`src/rtl/dmem_access_ctrl_pkg.sv`:
```
// Shared types for the data-memory access controller: FSM states, requester ids,
// RISC-V load/store funct3 encodings and the access-size helper.
package dmem_ctrl_pkg;

    typedef enum logic [1:0] {
        IDLE,
        ACCESS,
        RESP
    } state_t;

    typedef enum logic {
        SRC_ROB,
        SRC_LS
    } src_t;

    localparam logic [2:0] F3_LB  = 3'b000;
    localparam logic [2:0] F3_LH  = 3'b001;
    localparam logic [2:0] F3_LW  = 3'b010;
    localparam logic [2:0] F3_LBU = 3'b100;
    localparam logic [2:0] F3_LHU = 3'b101;
    localparam logic [2:0] F3_SB  = 3'b000;
    localparam logic [2:0] F3_SH  = 3'b001;
    localparam logic [2:0] F3_SW  = 3'b010;

    // Bytes touched by an access; only meaningful for legal funct3 values.
    function automatic logic [2:0] access_size(input logic [2:0] funct3);
        case (funct3[1:0])
            2'b00:   return 3'd1;
            2'b01:   return 3'd2;
            default: return 3'd4;
        endcase
    endfunction

endpackage

```
`src/rtl/dmem_access_ctrl_if.sv`:
```
// Request, response and memory-command bundle of the data-memory access controller.
// slave = controller side, master = requesters plus memory array side.
interface dmem_access_ctrl_if #(
    parameter int TAG_W = 5
);
    logic             rob_req_valid;
    logic             rob_req_ready;
    logic             rob_req_write;
    logic [31:0]      rob_req_addr;
    logic [2:0]       rob_req_funct3;
    logic [31:0]      rob_req_wdata;
    logic             ls_req_valid;
    logic             ls_req_ready;
    logic [31:0]      ls_req_addr;
    logic [2:0]       ls_req_funct3;
    logic [TAG_W-1:0] ls_req_tag;
    logic             flush;
    logic             mem_en;
    logic             mem_we;
    logic [31:0]      mem_addr;
    logic [2:0]       mem_funct3;
    logic [31:0]      mem_wdata;
    logic [31:0]      mem_rdata;
    logic             rob_resp_valid;
    logic             ls_resp_valid;
    logic [31:0]      resp_data;
    logic             resp_err;
    logic [TAG_W-1:0] ls_resp_tag;

    modport slave (
        input  rob_req_valid, rob_req_write, rob_req_addr, rob_req_funct3, rob_req_wdata,
        input  ls_req_valid, ls_req_addr, ls_req_funct3, ls_req_tag, flush, mem_rdata,
        output rob_req_ready, ls_req_ready,
        output mem_en, mem_we, mem_addr, mem_funct3, mem_wdata,
        output rob_resp_valid, ls_resp_valid, resp_data, resp_err, ls_resp_tag
    );

    modport master (
        output rob_req_valid, rob_req_write, rob_req_addr, rob_req_funct3, rob_req_wdata,
        output ls_req_valid, ls_req_addr, ls_req_funct3, ls_req_tag, flush, mem_rdata,
        input  rob_req_ready, ls_req_ready,
        input  mem_en, mem_we, mem_addr, mem_funct3, mem_wdata,
        input  rob_resp_valid, ls_resp_valid, resp_data, resp_err, ls_resp_tag
    );

endinterface

```
`src/rtl/dmem_access_check.sv`:
```
// Combinational legality check of one memory request: funct3, store size,
// natural alignment and range (no 32-bit wrap-around allowed).
module dmem_access_check
    import dmem_ctrl_pkg::*;
#(
    parameter int MEM_BYTES = 2048
) (
    input  logic [2:0]  funct3,
    input  logic        write,
    input  logic [31:0] addr,
    output logic        err
);

    logic [32:0] last_byte;
    logic        bad_funct3;
    logic        misaligned;
    logic        bad_store;

    // The 33-bit sum makes an address that wraps past 2^32 land out of range.
    always_comb begin
        last_byte  = {1'b0, addr} + 33'(access_size(funct3)) - 33'd1;
        bad_funct3 = 1'b0;
        misaligned = 1'b0;
        case (funct3)
            F3_LB, F3_LBU: misaligned = 1'b0;
            F3_LH, F3_LHU: misaligned = addr[0];
            F3_LW:         misaligned = |addr[1:0];
            default:       bad_funct3 = 1'b1;
        endcase
        bad_store = write && !(funct3 inside {F3_SB, F3_SH, F3_SW});
        err = bad_funct3 || misaligned || bad_store || (last_byte >= 33'(MEM_BYTES));
    end

endmodule

```
`src/rtl/dmem_access_ctrl.sv`:
```
// Arbitrates the single-port data memory between the ROB commit path and the LS load path.
// Define STARVE_GUARD_EN to force an LS grant after STARVE_MAX consecutive LS losses.
module dmem_access_ctrl
    import dmem_ctrl_pkg::*;
#(
    parameter int MEM_BYTES  = 2048,
    parameter int TAG_W      = 5
`ifdef STARVE_GUARD_EN
    ,
    parameter int STARVE_MAX = 4
`endif
) (
    input  logic               clk,
    input  logic               reset,
    dmem_access_ctrl_if.slave  bus
);

    state_t           state;
    state_t           next_state;
    logic [31:0]      lat_addr;
    logic [31:0]      lat_wdata;
    logic [2:0]       lat_funct3;
    logic             lat_write;
    logic             lat_err;
    logic [TAG_W-1:0] lat_tag;
    src_t             lat_src;
    logic             kill;

    logic             idle_ok;
    logic             force_ls;
    logic             rob_win;
    logic             ls_win;
    logic             accept;
    logic             win_write;
    logic [31:0]      win_addr;
    logic [2:0]       win_funct3;
    logic             win_err;
    logic             rob_fire;
    logic             ls_fire;

`ifdef STARVE_GUARD_EN
    localparam int CNT_W = $clog2(STARVE_MAX + 1);
    logic [CNT_W-1:0] starve_cnt;

    // Counts ROB wins over a waiting LS request, saturating at the force threshold.
    always_ff @(posedge clk) begin
        if (!reset) begin
            starve_cnt <= '0;
        end else if (bus.ls_req_ready) begin
            starve_cnt <= '0;
        end else if (bus.rob_req_ready && bus.ls_req_valid && starve_cnt != CNT_W'(STARVE_MAX)) begin
            starve_cnt <= starve_cnt + 1'b1;
        end
    end

    assign force_ls = (starve_cnt == CNT_W'(STARVE_MAX)) && bus.ls_req_valid && !bus.flush;
`else
    assign force_ls = 1'b0;
`endif

    assign idle_ok           = (state == IDLE) && reset;
    assign rob_win           = bus.rob_req_valid && !force_ls;
    assign ls_win            = bus.ls_req_valid && !bus.flush && (!bus.rob_req_valid || force_ls);
    assign bus.rob_req_ready = idle_ok && rob_win;
    assign bus.ls_req_ready  = idle_ok && ls_win;
    assign accept            = bus.rob_req_ready || bus.ls_req_ready;

    assign win_write  = ls_win ? 1'b0 : bus.rob_req_write;
    assign win_addr   = ls_win ? bus.ls_req_addr : bus.rob_req_addr;
    assign win_funct3 = ls_win ? bus.ls_req_funct3 : bus.rob_req_funct3;

    dmem_access_check #(
        .MEM_BYTES (MEM_BYTES)
    ) u_check (
        .funct3 (win_funct3),
        .write  (win_write),
        .addr   (win_addr),
        .err    (win_err)
    );

    always_ff @(posedge clk) begin
        if (!reset) begin
            state <= IDLE;
        end else begin
            state <= next_state;
        end
    end

    // Illegal requests skip the memory and respond straight away.
    always_comb begin
        next_state = state;
        case (state)
            IDLE:    if (accept) next_state = win_err ? RESP : ACCESS;
            ACCESS:  next_state = RESP;
            RESP:    next_state = IDLE;
            default: next_state = IDLE;
        endcase
    end

    always_ff @(posedge clk) begin
        if (!reset) begin
            lat_addr   <= '0;
            lat_wdata  <= '0;
            lat_funct3 <= '0;
            lat_write  <= 1'b0;
            lat_err    <= 1'b0;
            lat_tag    <= '0;
            lat_src    <= SRC_ROB;
            kill       <= 1'b0;
        end else if (state == IDLE) begin
            if (accept) begin
                lat_addr   <= win_addr;
                lat_wdata  <= bus.rob_req_wdata;
                lat_funct3 <= win_funct3;
                lat_write  <= win_write;
                lat_err    <= win_err;
                lat_tag    <= bus.ls_req_tag;
                lat_src    <= ls_win ? SRC_LS : SRC_ROB;
                kill       <= 1'b0;
            end
        end else if (bus.flush && lat_src == SRC_LS) begin
            kill <= 1'b1;
        end
    end

    // A flush seen in the response cycle itself also drops the LS pulse.
    always_comb begin
        bus.mem_en         = 1'b0;
        bus.mem_we         = 1'b0;
        bus.mem_addr       = '0;
        bus.mem_funct3     = '0;
        bus.mem_wdata      = '0;
        bus.rob_resp_valid = 1'b0;
        bus.ls_resp_valid  = 1'b0;
        bus.resp_data      = '0;
        bus.resp_err       = 1'b0;
        bus.ls_resp_tag    = '0;
        rob_fire           = 1'b0;
        ls_fire            = 1'b0;
        case (state)
            ACCESS: begin
                bus.mem_en     = 1'b1;
                bus.mem_we     = lat_write;
                bus.mem_addr   = lat_addr;
                bus.mem_funct3 = lat_funct3;
                bus.mem_wdata  = lat_wdata;
            end
            RESP: begin
                rob_fire           = (lat_src == SRC_ROB);
                ls_fire            = (lat_src == SRC_LS) && !kill && !bus.flush;
                bus.rob_resp_valid = rob_fire;
                bus.ls_resp_valid  = ls_fire;
                if (rob_fire || ls_fire) begin
                    bus.resp_err = lat_err;
                    if (!lat_write && !lat_err) bus.resp_data = bus.mem_rdata;
                end
                if (ls_fire) bus.ls_resp_tag = lat_tag;
            end
            default: ;
        endcase
    end

endmodule
```
`src/flat_wrapper.sv`:
```
// flat-port wrapper written by rule: the top's interface ports become plain ports
module dmem_access_ctrl_flat import dmem_ctrl_pkg::*;
#(
    parameter int MEM_BYTES  = 2048,
    parameter int TAG_W      = 5

)
  (clk, reset, bus_rob_req_valid, bus_rob_req_write, bus_rob_req_addr, bus_rob_req_funct3, bus_rob_req_wdata, bus_ls_req_valid, bus_ls_req_addr, bus_ls_req_funct3, bus_ls_req_tag, bus_flush, bus_mem_rdata, bus_rob_req_ready, bus_ls_req_ready, bus_mem_en, bus_mem_we, bus_mem_addr, bus_mem_funct3, bus_mem_wdata, bus_rob_resp_valid, bus_ls_resp_valid, bus_resp_data, bus_resp_err, bus_ls_resp_tag);
  dmem_access_ctrl_if #(.TAG_W(TAG_W)) bus_i ();
  input  logic clk;
  input  logic reset;
  input wire logic [$bits(bus_i.rob_req_valid)-1:0] bus_rob_req_valid;
  input wire logic [$bits(bus_i.rob_req_write)-1:0] bus_rob_req_write;
  input wire logic [$bits(bus_i.rob_req_addr)-1:0] bus_rob_req_addr;
  input wire logic [$bits(bus_i.rob_req_funct3)-1:0] bus_rob_req_funct3;
  input wire logic [$bits(bus_i.rob_req_wdata)-1:0] bus_rob_req_wdata;
  input wire logic [$bits(bus_i.ls_req_valid)-1:0] bus_ls_req_valid;
  input wire logic [$bits(bus_i.ls_req_addr)-1:0] bus_ls_req_addr;
  input wire logic [$bits(bus_i.ls_req_funct3)-1:0] bus_ls_req_funct3;
  input wire logic [$bits(bus_i.ls_req_tag)-1:0] bus_ls_req_tag;
  input wire logic [$bits(bus_i.flush)-1:0] bus_flush;
  input wire logic [$bits(bus_i.mem_rdata)-1:0] bus_mem_rdata;
  output wire logic [$bits(bus_i.rob_req_ready)-1:0] bus_rob_req_ready;
  output wire logic [$bits(bus_i.ls_req_ready)-1:0] bus_ls_req_ready;
  output wire logic [$bits(bus_i.mem_en)-1:0] bus_mem_en;
  output wire logic [$bits(bus_i.mem_we)-1:0] bus_mem_we;
  output wire logic [$bits(bus_i.mem_addr)-1:0] bus_mem_addr;
  output wire logic [$bits(bus_i.mem_funct3)-1:0] bus_mem_funct3;
  output wire logic [$bits(bus_i.mem_wdata)-1:0] bus_mem_wdata;
  output wire logic [$bits(bus_i.rob_resp_valid)-1:0] bus_rob_resp_valid;
  output wire logic [$bits(bus_i.ls_resp_valid)-1:0] bus_ls_resp_valid;
  output wire logic [$bits(bus_i.resp_data)-1:0] bus_resp_data;
  output wire logic [$bits(bus_i.resp_err)-1:0] bus_resp_err;
  output wire logic [$bits(bus_i.ls_resp_tag)-1:0] bus_ls_resp_tag;
  assign bus_i.rob_req_valid = bus_rob_req_valid;
  assign bus_i.rob_req_write = bus_rob_req_write;
  assign bus_i.rob_req_addr = bus_rob_req_addr;
  assign bus_i.rob_req_funct3 = bus_rob_req_funct3;
  assign bus_i.rob_req_wdata = bus_rob_req_wdata;
  assign bus_i.ls_req_valid = bus_ls_req_valid;
  assign bus_i.ls_req_addr = bus_ls_req_addr;
  assign bus_i.ls_req_funct3 = bus_ls_req_funct3;
  assign bus_i.ls_req_tag = bus_ls_req_tag;
  assign bus_i.flush = bus_flush;
  assign bus_i.mem_rdata = bus_mem_rdata;
  assign bus_rob_req_ready = bus_i.rob_req_ready;
  assign bus_ls_req_ready = bus_i.ls_req_ready;
  assign bus_mem_en = bus_i.mem_en;
  assign bus_mem_we = bus_i.mem_we;
  assign bus_mem_addr = bus_i.mem_addr;
  assign bus_mem_funct3 = bus_i.mem_funct3;
  assign bus_mem_wdata = bus_i.mem_wdata;
  assign bus_rob_resp_valid = bus_i.rob_resp_valid;
  assign bus_ls_resp_valid = bus_i.ls_resp_valid;
  assign bus_resp_data = bus_i.resp_data;
  assign bus_resp_err = bus_i.resp_err;
  assign bus_ls_resp_tag = bus_i.ls_resp_tag;
  dmem_access_ctrl #(.MEM_BYTES(MEM_BYTES), .TAG_W(TAG_W)) u_core (.clk(clk), .reset(reset), .bus(bus_i));
endmodule
```
`config.mk`:
```
export PLATFORM = sky130hd
export DESIGN_NAME = dmem_access_ctrl_flat
export DESIGN_NICKNAME = d
export VERILOG_FILES = /design/src/rtl/dmem_access_ctrl_pkg.sv /design/src/rtl/dmem_access_ctrl_if.sv /design/src/rtl/dmem_access_check.sv /design/src/rtl/dmem_access_ctrl.sv /design/src/flat_wrapper.sv
export SDC_FILE = /design/constraint.sdc
export NUM_CORES = 1
export LEC_CHECK = 0
export BUFFER_PORTS_ARGS = -buffer_cell sky130_fd_sc_hd__buf_2
export CAP_MARGIN = 15
export CORE_MARGIN = 5
export CORE_UTILIZATION = 42
export CTS_BUF_LIST = sky130_fd_sc_hd__clkbuf_4 sky130_fd_sc_hd__clkbuf_8 sky130_fd_sc_hd__clkbuf_16
export DETAILED_ROUTE_END_ITERATION = 16
export GPL_TIMING_DRIVEN = 0
export PLACE_DENSITY_LB_ADDON = 0.15
export SYNTH_ARGS = -nofsm -noshare
export SYNTH_HDL_FRONTEND = slang
export SYNTH_SLANG_ARGS = --single-unit
export TNS_END_PERCENT = 5
```
`constraint.sdc`:
```
create_clock -name clk -period 5.4 [get_ports clk]
set_input_delay 0.54 -clock clk [delete_from_list [all_inputs] [get_ports clk]]
set_output_delay 0.54 -clock clk [all_outputs]
set_load 0.005 [all_outputs]
```
==> reports/metrics.yaml <==
synth:
  muxShareOfSynthArea: 0.0633
  synth_compound_area_frac: 0.246
  ys.flop_type: "dfxtp_1"
  synth-seq-area-share: 0.252
  synth_top_cell_by_area: "dfxtp_1"
  synth_edf_count: 0
  synth_common_cells: "142 x nand2_1, 108 x and2_1, 78 x dfxtp_1"
  synth_top_family_by_area: "simple AND/OR/NAND/NOR gates"
  synth_nets: 972
  synthAdderAreaFrac: 0.0720
  ys_types: 75
  synthesis.area_um2: 6190
  yosysWarningCount: 0
  synthTopCellsByArea: "dfxtp_1 25%, and2_1 11%, nand2_1 8.6%"
  synth_xor_area_frac: 0.0129
  synthSimpleGateAreaFrac: 0.285
  netlist.area_leader.share: 0.252
  syn_area_per_cell_um2: 7.81
  synthArstFlopShare: 0
  syn_inst: 792
  yosysMostFrequentCell: "nand2_1"
  synth-seq-cells: 78
setup_path:
  worstPathCellList: "buf_2, nor3b_1, clkbuf_2, clkbuf_2, mux2i_1, nand2b_1, ha_1, inv_1, ha_1, inv_1, fa_1, nor2b_1, o31ai_4, a21oi_2, o21ai_0, a211o_1, nor4_1, o2111a_1, nand4_2, a32o_1"
  crit_slowest_cell: "clkbuf_2"
  start_kind: "primary input"
  endpoint_kind: "flip-flop"
  path_class: "primary input to flip-flop"
  crit_arrival_ns: 5.22
  regToRegSetupSlack_ns: 3.21
  crit_fanout: 10
  cpPeakStageDelay_ns: 0.44
  cp.required_ns: 5.63
die:
  dieHeight_um: 131
  fp.dieW_um: 131
  die_area_um2: 17300
  initial_utilization: 0.427
  ios: 256
  fp-row-count: 44
  core-area_um2: 14500
job:
  cap_violations: 0
place:
  gp_congestion: 0.942
  port_buffers: 255
  placed_cell_area_um2: 7690
  place_ws_ns: -0.476
  dp_hpwl_mm: 16.4
drt:
  vias: 6469
  final_antenna_net_count: 0
  drtIter0Drc: 264
  viasPerCell: 5.18
  wl_mm: 19.9
  drc_errors: 0
  wl_per_cell_um: 15.9
  dr.pass1.iters: 6
cells_and_area:
  drive_gt1_frac: 0.294
  regArea_um2: 1560
  multi_input_area_um2: 4200
  fillers: 1466
  area_delta_synth_final_pct: 29.3
  design_area_um2: 8000
  nets: 1238
timing:
  fin_skew_ns: 0.00558
  maxSlewViolCount: 0
  worst_slack_ns: 0.416
  fin_crit_sh: 0.923
  finalCriticalPeriod_ns: 4.98
  grt_setup_unrepaired: "no"
  max_freq_ghz: 0.201
  setup_violations: 0
  hold_violations: 0
  worst_pin_slew_ns: 0.808
  max_slew_margin: 0.446
clocking:
  cts_root_buffer: "clkbuf_16"
  cts_tree: "yes"
  clock_sinks: 78
  clk_latency_ns: 0.34
  hold_buffers: 0
  numCtsBuffers: 9
  cts_max_level: 3
  postCtsSetupRepairBufs: 0
  clockBufferDepth: 2
  clk_pin_slew_ns: 0.06
global_routing:
  antenna_found_initial: 0
  grt_pass1_wl_mm: 31.3
  grt_start_max_net_pins: 15
  grt_pass1_vias: 6146
  grt.overflow.total: 0
  grt_use_total: 0.218
worst_hold_path:
  min_path_type: "primary input to flip-flop"
power:
  p_per_area_nw_per_um2: 230
  vdd_drop_max_v: 0.000239
  p_leak_nw: 4.18
run_status:
  status: "finished, final reports clean"
## path summary, 6_finish.rpt
check	cells past startpoint	start	endpoint
worst max-delay path	20	bus_flush	u_core.state[1]
worst min-delay path	3	bus_rob_req_wdata[15]	u_core.lat_wdata[15]
worst max register to register	8	u_core.state[0]	u_core.lat_addr[30]
worst min register to register	2	u_core.lat_wdata[22]	u_core.lat_wdata[22]
## per-layer routing
layer | vias to the layer above | GRT usage | part of all wire
met5 | - | 0 | 0
met4 | 0 | 0.0623 | 0.017
met3 | 25 | 0.0627 | 0.082
met2 | 247 | 0.366 | 0.46
met1 | 2916 | 0.274 | 0.44
li1 | 3281 | - | -
## cell type report
cell class,count,share of cell area
multi-input cells,619,0.525
clock inverters,6,0.00860
flip-flops and latches,78,0.195
clock buffers,10,0.0291
repair buffers,255,0.159
inverters,42,0.0197
diodes,1,0.000313
plain buffers,53,0.0341
well taps,184,0.0288
## layout by cell type (no fill, tap or decap), drive strengths merged, types with 3 or more instances in the layout
cell	Yosys	routed
ha	34	34
nor3	12	12
buf	14	269
a2111oi	4	4
o21a	9	9
or3	4	4
mux2i	38	38
and3	7	7
clkbuf	39	49
a21oi	41	41
o21bai	4	4
o22ai	3	3
xnor2	3	3
nor4	3	3
dfxtp	78	78
o211ai	4	4
and2	110	110
xor2	4	4
a211oi	6	6
nand4	16	16
o21ai	19	19
nand3	9	9
a21boi	38	38
inv	42	44
a21o	6	6
nand2b	5	5
nand2	142	142
o211a	37	37
nor2	23	23
nor2b	6	6
## what timing repair did
action | 4_1_cts | 5_1_grt
endpoints found under the setup margin | 2 | 3
gates resized for setup | 1 | 7
pin swaps | 0 | 0
## cell families after synthesis
| group | count (synthesis) |
|---|---|
| buf+inv | 95 |
| mux | 39 |
| flops | 78 |
| simple gates | 344 |
| compound gates | 194 |
| fa+ha+maj | 35 |
| xor+xnor | 7 |
## through the flow
stage / util / TNS (ns) / power (mW) / instances / hold slack, ns
3_5_place_dp: 0.531 / -1.23 / 1.23 / 1231 / 0.451
5_1_grt: 0.553 / 0 / 1.95 / 1247 / 0.449
3_3_place_gp: 0.531 / -1.16 / 1.23 / 1231 / 0.444
2_1_floorplan: - / 0 / 1.05 / 792 / 0.436
4_1_cts: 0.552 / 0 / 1.85 / 1247 / 0.436
6_report: 0.553 / 0 / 1.84 / 1248 / 0.444
## critical path, delay by kind of cell
kind	cells	cell delay, ns
AO/OA/AOI/OAI	6	1.26
AND/OR/NAND/NOR	5	1.20
buffers and inverters	5	1.11
adder cells (fa/ha/maj)	3	0.76
multiplexers	1	0.34
## power breakdown
| part | internal (mW) | switching (mW) | total (mW) | leakage (nW) |
|---|---|---|---|---|
| Clock | 0.366 | 0.248 | 0.614 | 0.147 |
| Sequential | 0.615 | 0.0169 | 0.631 | 0.640 |
| Combinational | 0.250 | 0.344 | 0.593 | 3.40 |
## flip-flops by register name, indices dropped and copies added (netlist names)
| name | count |
|---|---|
| u_core.lat_addr | 32 |
| u_core.lat_src | 1 |
| u_core.lat_wdata | 32 |
| u_core.kill | 1 |
| u_core.state | 2 |
| u_core.lat_funct3 | 3 |
| u_core.lat_tag | 5 |
| u_core.lat_err | 1 |
| u_core.lat_write | 1 |
Note: power is estimated with default switching activity, not from simulation.
